[src/rtl/fir_coeff_loader.sv]
// fir_coeff_loader
// Sequences a full coefficient reload of the symmetric FIR through its
// c_WE/c_in/c_addr write port. Words arrive on a valid/ready stream and are
// written to consecutive FIR addresses. c_WE doubles as the FIR's load-mode
// flag, so it is held high from the first write through a short drain tail.
// A modular checksum of the accepted words is compared against the expected
// value that was sampled on start.
//
// Ports:
//   clk, nrst   clock, asynchronous active-low reset
//   start       one-cycle reload request (only honoured when idle)
//   abort       synchronous cancel back to idle, no done pulse
//   exp_sum     expected modulo-2^COEFF_SIZE sum, sampled on accepted start
//   s_valid     stream word valid
//   s_data      stream coefficient
//   s_ready     loader accepts a word this cycle
//   c_WE        FIR coefficient write enable / load mode
//   c_in        coefficient to FIR
//   c_addr      FIR coefficient address
//   busy        high whenever not idle
//   done        one-cycle pulse at the end of a reload (good or failed)
//   err_code    00 ok, 01 timeout, 10 checksum mismatch; held until next start
//   sum         running modular sum of accepted words
module fir_coeff_loader #(
  parameter int ORD        = 256,
  parameter int COEFF_SIZE = 16,
  parameter int AW         = $clog2((ORD + 1) >> 1),
  parameter int TIMEOUT    = 1023,
  parameter int TAIL       = 2
) (
  input  logic                  clk,
  input  logic                  nrst,
  input  logic                  start,
  input  logic                  abort,
  input  logic [COEFF_SIZE-1:0] exp_sum,
  input  logic                  s_valid,
  input  logic [COEFF_SIZE-1:0] s_data,
  output logic                  s_ready,
  output logic                  c_WE,
  output logic [COEFF_SIZE-1:0] c_in,
  output logic [AW-1:0]         c_addr,
  output logic                  busy,
  output logic                  done,
  output logic [1:0]            err_code,
  output logic [COEFF_SIZE-1:0] sum
);

  localparam int NC  = (ORD + 1) >> 1;
  localparam int TMW = $clog2(TIMEOUT + 1);
  localparam int TLW = (TAIL < 1) ? 1 : $clog2(TAIL + 1);

  localparam logic [1:0] ST_IDLE  = 2'd0;
  localparam logic [1:0] ST_FILL  = 2'd1;
  localparam logic [1:0] ST_TAILW = 2'd2;
  localparam logic [1:0] ST_CHECK = 2'd3;

  logic [1:0]            state_q,    state_d;
  logic                  s_ready_q,  s_ready_d;
  logic                  c_we_q,     c_we_d;
  logic [COEFF_SIZE-1:0] c_in_q,     c_in_d;
  logic [AW-1:0]         c_addr_q,   c_addr_d;
  logic                  busy_q,     busy_d;
  logic                  done_q,     done_d;
  logic [1:0]            err_code_q, err_code_d;
  logic [COEFF_SIZE-1:0] sum_q,      sum_d;
  logic [COEFF_SIZE-1:0] exp_q,      exp_d;
  logic [AW-1:0]         index_q,    index_d;
  logic [TMW-1:0]        timer_q,    timer_d;
  logic [TLW-1:0]        tail_q,     tail_d;

  logic beat;

  assign beat = s_valid && s_ready_q;

  always_comb begin
    state_d    = state_q;
    s_ready_d  = s_ready_q;
    c_we_d     = c_we_q;
    c_in_d     = c_in_q;
    c_addr_d   = c_addr_q;
    busy_d     = busy_q;
    done_d     = 1'b0;
    err_code_d = err_code_q;
    sum_d      = sum_q;
    exp_d      = exp_q;
    index_d    = index_q;
    timer_d    = timer_q;
    tail_d     = tail_q;

    // abort wins over everything else that could happen this cycle
    if (abort && (state_q != ST_IDLE)) begin
      state_d   = ST_IDLE;
      s_ready_d = 1'b0;
      c_we_d    = 1'b0;
      busy_d    = 1'b0;
    end else begin
      case (state_q)
        ST_IDLE: begin
          if (start) begin
            state_d    = ST_FILL;
            s_ready_d  = 1'b1;
            busy_d     = 1'b1;
            exp_d      = exp_sum;
            sum_d      = '0;
            index_d    = '0;
            timer_d    = '0;
            err_code_d = 2'b00;
          end
        end
        ST_FILL: begin
          if (beat) begin
            // c_WE stays high through gaps; c_in/c_addr hold, so the FIR
            // just rewrites the same word
            c_in_d   = s_data;
            c_addr_d = index_q;
            c_we_d   = 1'b1;
            sum_d    = sum_q + s_data;
            timer_d  = '0;
            if (index_q == AW'(NC - 1)) begin
              s_ready_d = 1'b0;
              state_d   = ST_TAILW;
              tail_d    = '0;
            end else begin
              index_d = index_q + 1'b1;
            end
          end else if (timer_q == TMW'(TIMEOUT - 1)) begin
            timer_d    = timer_q + 1'b1;
            err_code_d = 2'b01;
            c_we_d     = 1'b0;
            s_ready_d  = 1'b0;
            busy_d     = 1'b0;
            done_d     = 1'b1;
            state_d    = ST_IDLE;
          end else begin
            timer_d = timer_q + 1'b1;
          end
        end
        ST_TAILW: begin
          // the cycle showing the last write is followed by TAIL more
          // cycles of c_WE before load mode is released
          if (tail_q == TLW'(TAIL)) begin
            state_d    = ST_CHECK;
            c_we_d     = 1'b0;
            done_d     = 1'b1;
            err_code_d = (sum_q != exp_q) ? 2'b10 : 2'b00;
          end else begin
            tail_d = tail_q + 1'b1;
          end
        end
        ST_CHECK: begin
          state_d = ST_IDLE;
          busy_d  = 1'b0;
        end
        default: begin
          state_d   = ST_IDLE;
          s_ready_d = 1'b0;
          c_we_d    = 1'b0;
          busy_d    = 1'b0;
        end
      endcase
    end
  end

  always_ff @(posedge clk or negedge nrst) begin
    if (!nrst) begin
      state_q    <= ST_IDLE;
      s_ready_q  <= 1'b0;
      c_we_q     <= 1'b0;
      c_in_q     <= '0;
      c_addr_q   <= '0;
      busy_q     <= 1'b0;
      done_q     <= 1'b0;
      err_code_q <= 2'b00;
      sum_q      <= '0;
      exp_q      <= '0;
      index_q    <= '0;
      timer_q    <= '0;
      tail_q     <= '0;
    end else begin
      state_q    <= state_d;
      s_ready_q  <= s_ready_d;
      c_we_q     <= c_we_d;
      c_in_q     <= c_in_d;
      c_addr_q   <= c_addr_d;
      busy_q     <= busy_d;
      done_q     <= done_d;
      err_code_q <= err_code_d;
      sum_q      <= sum_d;
      exp_q      <= exp_d;
      index_q    <= index_d;
      timer_q    <= timer_d;
      tail_q     <= tail_d;
    end
  end

  assign s_ready  = s_ready_q;
  assign c_WE     = c_we_q;
  assign c_in     = c_in_q;
  assign c_addr   = c_addr_q;
  assign busy     = busy_q;
  assign done     = done_q;
  assign err_code = err_code_q;
  assign sum      = sum_q;

endmodule

[config.mk]
export PLATFORM = sky130hd
export DESIGN_NAME = fir_coeff_loader
export DESIGN_NICKNAME = d
export VERILOG_FILES = /design/src/rtl/fir_coeff_loader.sv
export SDC_FILE = /design/constraint.sdc
export NUM_CORES = 1
export LEC_CHECK = 0
export CORE_MARGIN = 2
export CORE_UTILIZATION = 53
export DETAILED_ROUTE_END_ITERATION = 7
export GPL_ROUTABILITY_DRIVEN = 0
export PLACE_DENSITY = 0.8
export SYNTH_ARGS = -nofsm -noshare
export SYNTH_HDL_FRONTEND = slang
export SYNTH_SLANG_ARGS = --single-unit
[constraint.sdc]
create_clock -name clk -period 2.4 [get_ports clk]
set_clock_uncertainty 0.05 [all_clocks]
set_input_delay 0.24 -clock clk [delete_from_list [all_inputs] [get_ports clk]]
set_output_delay 0.24 -clock clk [all_outputs]
set_load 0.005 [all_outputs]
* Word-level counts from Yosys, hierarchy flattened
Index checks and enable logic that the tools add are counted.
** Storage, ports and cells
- Latch bits :: 0
- Memories kept :: 0
- Logic and storage cells :: 105
- Output and inout bits :: 45
- Input bits :: 37
- Bits in read-only memories :: 0
- Register bits :: 82
- Bits in writable memories :: 0
** Operators by class
- Multipliers :: 0
- Add/subtract/negate cells :: 4
- Divide/modulo/power cells :: 0
- Reduce and logical (&&, ||, !) cells :: 21
- Shift-type cells :: 0
- Order comparisons :: 0
- Equality and inequality tests :: 21
- Bitwise logic cells :: 1
- Muxes and demuxes :: 45
** Operator list (count)
- 16-bit 2-to-1 mux :: 2
- 16-bit one-hot mux with 2 select lines :: 1
- 2-bit 2-to-1 mux :: 14
- 7-bit 2-to-1 mux :: 3
- 10-bit 2-to-1 mux :: 2
- 10-bit one-hot mux with 2 select lines :: 1
- 16-bit adder :: 1
- 16-bit != test :: 1
- 2-bit != test (second input constant) :: 8
- 4-bit AND reduction :: 4
- 1-bit 2-to-1 mux :: 14
- 7-bit one-hot mux with 2 select lines :: 1
- 3-bit != test (second input constant) :: 4
- 3-bit AND reduction :: 4
- 10-bit by 1-bit adder with 10-bit output (second input constant) :: 1
- 10-bit == test (second input constant) :: 1
- 5-bit AND reduction :: 2
- 3-bit nonzero test :: 3
- 4-bit != test (second input constant) :: 2
- 2-bit one-hot mux with 4 select lines :: 1
- 7-bit by 1-bit adder with 7-bit output (second input constant) :: 1
- 7-bit == test (second input constant) :: 1
- 2-bit == test (second input constant) :: 3
- 1-bit one-hot mux with 2 select lines :: 3
- other kinds (11) :: 14

* Logic depth before layout (Yosys ltp)
- Depth in word-level cells :: 5
- Mapped depth :: 9
- Mapped depth without buffers :: 9

* Least setup slack after synthesis
No wires, ideal clock.
- Path type :: flip-flop to flip-flop
- Start point :: register sum_q[0] (netlist: sum[0])
- End point :: register sum_q[10] (netlist: sum[10])
- Required time :: 2.229 ns
- Clock period less this slack :: 2.143 ns
- Setup time :: 0.121 ns
- Setup slack :: 0.257 ns
- Arrival time :: 1.973 ns
- Cell stages (with the launch flop) :: 10
- Cell sequence :: dfrtp_1 > ha_1 > inv_1 > fa_1 > nor2b_1 > o2111ai_2 > a21oi_2 > a31oi_1 > xnor2_1 > a22o_1
** On the way
- Cells in the longest elaborated chain, start to end :: 3
** Ends and longest elaborated chain
- from (decl) :: line 65 : logic [COEFF_SIZE-1:0] sum_q, sum_d;
- from (signal assigned) :: line 188 : sum_q <= sum_d;
- 16-bit adder :: line 117 : sum_d = sum_q + s_data;
- 16-bit 2-to-1 mux :: line 111 : if (beat) begin
- 16-bit one-hot mux with 2 select lines :: line 97 : case (state_q)
No other way between the ends. The select of a mux whose other input is x is not followed.
A chain may end at the register's enable or synchronous reset.

* Final worst setup path
- Start point :: input s_data[0]
- End point :: register sum_q[10] (netlist: sum[10])
** On the way
- Cells in the longest elaborated chain, start to end :: 3
** Ends and longest elaborated chain
- from (decl) :: line 37 : input logic [COEFF_SIZE-1:0] s_data,
- 16-bit adder :: line 117
- 16-bit 2-to-1 mux :: line 111
- 16-bit one-hot mux with 2 select lines :: line 97
No other way between the ends. The select of a mux whose other input is x is not followed.

==> run metrics <==
outcome completed; fin util 0.701; register area share after synthesis 0.449; vias in the first global route around 4.0k; Pwr Density 1170 nW/um^2; Achievable Freq approximately 450 MHz; P_sw about 2.7 mW; register bit total from synthesis 82; Iteration-0 DRC Markers 273; Synthesis Warnings 0; placed insts 648; row cnt 33; Async SR Flop Fraction 1.00; CP Capture Type flip-flop; multi-input logic area around 2400 sq um; Clock Path Buffers 2; initial antenna violation count 0; Area Growth Syn to Fin 27.4%; Synth Flop Type dfrtp_1; Detail Route Antenna Nets 0; I/O Pins 82; share of layout cells above drive strength 1 0.148; Max Cap Violations 0; post-route insts no fill 665; Clock Power Share 0.130; TritonCTS buffer count 9; crit-path max FO 4; # diodes 0; Fillers between 600 and 700; Worst slew margin 0.590; Sw Ratio 0.402; Setup Viol. Count Final 0; Power Total just under 7 mW; Internal 4.07 mW; syn_area_per_cell between 10 and 15 sq um; final-stage net count 618; H-tree Lvls 3; Mapped Cells 453; synthesized area roughly 4600 sq um; M3 GR Usage 0.0535; unrepaired setup endpoints after global routing false; area occupied by registers ~2100 sq um; GR Util met1 0.336; number of flops mapped to enable cells by yosys 0; final WL around 11,000 um; Overall Global Routing Usage 0.253; Post-DP HPWL around 8400 um; Setup TNS 0 ps; top cell type's share of synthesized area 0.449; Overflow after GRT 0; sequential power share 0.341; worst-skew pair later-pin latency about 350 ps; die width ~97 um; worst slew pin tran just over 600 ps; full die area 9380 sq um; Lkg Pwr about 2.7 nW; Tmin final approximately 2200 ps; Worst path top cell family by delay compound AO/OA/AOI/OAI gates; crit-path cells clkdlybuf4s50_1 -> ha_1 -> inv_1 -> fa_1 -> nor2b_2 -> o2111ai_2 -> a21oi_2 -> a31oi_1 -> xnor2_1 -> a22o_1; Top Usage Layer GRT met2; met2 Use GR 0.422; syn nets 515; Area contributors post-synth dfrtp_1 45%, ha_1 6.6%, nand2_1 6.4%, mux2_2 5.7%, xor2_1 4.4%; drt wl/cell between 15 and 20 um; first-pass GRT wire length around 19,000 um; clock slew at reported path FFs roughly 90 ps; Hold Path Class input pin to asynchronous set/reset pin; chip height ~97 um; most frequent cells in the layout 81 x dfrtp_1, 80 x clkdlybuf4s50_1, 78 x nand2_1; final period utilization 0.932; data arrival time of the critical path 2430 ps; CTS Sinks 82; Root Buffer clkbuf_8; via-per-instance ratio 5.82; Slew Limit Fails 0; core area between 8000 and 9000 sq um; CTS tree built; WP buf/inv 2; slowest CP cell clkdlybuf4s50_1; Startpoint Class input pin; largest net degree at the start of global routing 43; CP Class input pin to flip-flop; CP max stage delay around 480 ps; Starting Density 0.550; DR vias around 3.9k; Logic pwr share 0.529; TritonRoute pass-1 iters 4; # DRC 0; Max IR drop VDD 0.649 mV; Hold Violations, Final 0; port bufs 81; commonest non-fill, non-tap cell in the layout dfrtp_1; top cell type by total area after synthesis dfrtp_1; Netlist cell types 64; worst endpoint required time approximately 2600 ps
## state kept, by name, summed over array words and instances, names as in the netlist, 2 cells and up
name,flops
state_q,2
c_addr,7
exp_q,16
timer_q,10
tail_q,2
err_code,2
index_q,7
c_in,16
sum,16
## kinds of logic (layout without fill, tap and decap cells)
logic type | Yosys count | in the layout | synth area share
AO/OA/AOI/OAI | 113 | 113 | 0.176
XOR/XNOR | 31 | 31 | 0.0595
adder cells (fa/ha/maj) | 25 | 25 | 0.0701
buffers and inverters | 31 | 138 | 0.0321
flip-flops | 82 | 82 | 0.449
multiplexers | 24 | 24 | 0.0592
AND/OR/NAND/NOR | 147 | 147 | 0.153
## Yosys cell counts, types with 2 or more instances
master and instances:
dfrtp_1 82, nand2_1 78, a21oi_1 25, ha_1 24, mux2_2 23, xor2_1 23
nor2_1 19, inv_1 16, o21ai_0 16, a22o_1 11, a21o_1 10, nand3_1 10
o21a_1 9, xnor2_1 8, buf_2 6, nand4_1 6, nor3_1 6, a211oi_1 5
a21oi_2 4, clkbuf_1 4, nor2b_1 4, nor4_1 4, o31ai_1 4, and3_1 3
o211ai_1 3, o41ai_1 3, a221oi_2 2, a22oi_1 2, a31oi_1 2, a32o_1 2
and2_1 2, nand3b_1 2, o21ai_1 2, o21bai_1 2, or3_1 2
## through the flow
stage / setup slack, ps / hold slack, ps / instance area (sq um)
finish: 163 / 354 / 5820
detailed placement: -230 / 213 / 5630
floorplan: 257 / -106 / 4570
CTS: 50.5 / 345 / 5800
global placement: -124 / 215 / 5630
global route: 5.10 / 349 / 5820
## worst reg2reg max path, stage by stage, from the launching register on
cell and delay, ps:
dfrtp_1 460, inv_1 110, ha_1 310, and2_2 300, a21o_1 150, and3_1 210
or3b_1 370, xor2_1 130, nor2_1 50
## worst paths after layout
kind	startpoint	endpoint	slack, ps	cells after the start
worst min-delay path	nrst	tail_q[0]$_DFFE_PN0P_	350	2
worst min register to register	c_WE$_DFFE_PN0P_	c_WE$_DFFE_PN0P_	440	2
worst max register to register	state_q[1]$_DFFE_PN0P_	timer_q[8]$_DFFE_PN0P_	170	8
max in group asynchronous	nrst	c_in[7]$_DFFE_PN0P_	1320	3
worst max-delay path	s_data[0]	sum[10]$_DFFE_PN0P_	160	10
min in group clk	exp_sum[0]	exp_q[0]$_DFFE_PN0P_	360	3
## final cells by class
type,instances,area share
inverter,16,0.0103
clock buffer,10,0.0219
sequential,82,0.353
multi-input combinational,340,0.409
timing repair buffer,107,0.178
clock inverter,5,0.00559
tap,105,0.0226
## power by group through the flow
stage	sequential, mW	clock, mW	combinational (mW)
finish	2.32	0.885	3.60
global route	2.38	0.964	3.95
CTS	2.32	0.899	3.57
detailed placement	2.33	0	3.53
global placement	2.32	0	3.44
floorplan	2.26	0	2.09
## timing repair
| action | CTS | global route |
|---|---|---|
| gates resized for setup | 0 | 5 |
| buffers inserted | 0 | 1 |
| endpoints found under the hold margin | 41 | 0 |
| endpoints found under the setup margin | 0 | 9 |
| hold buffers | 1 | 0 |
## per-layer routing
metal | routed length (um) | vias to the layer above
met5 | 0 | -
li1 | - | 1825
met2 | 5640 | 115
met4 | 192 | 0
met1 | 5030 | 1909
met3 | 598 | 20
(Power assumes the default switching activity.)
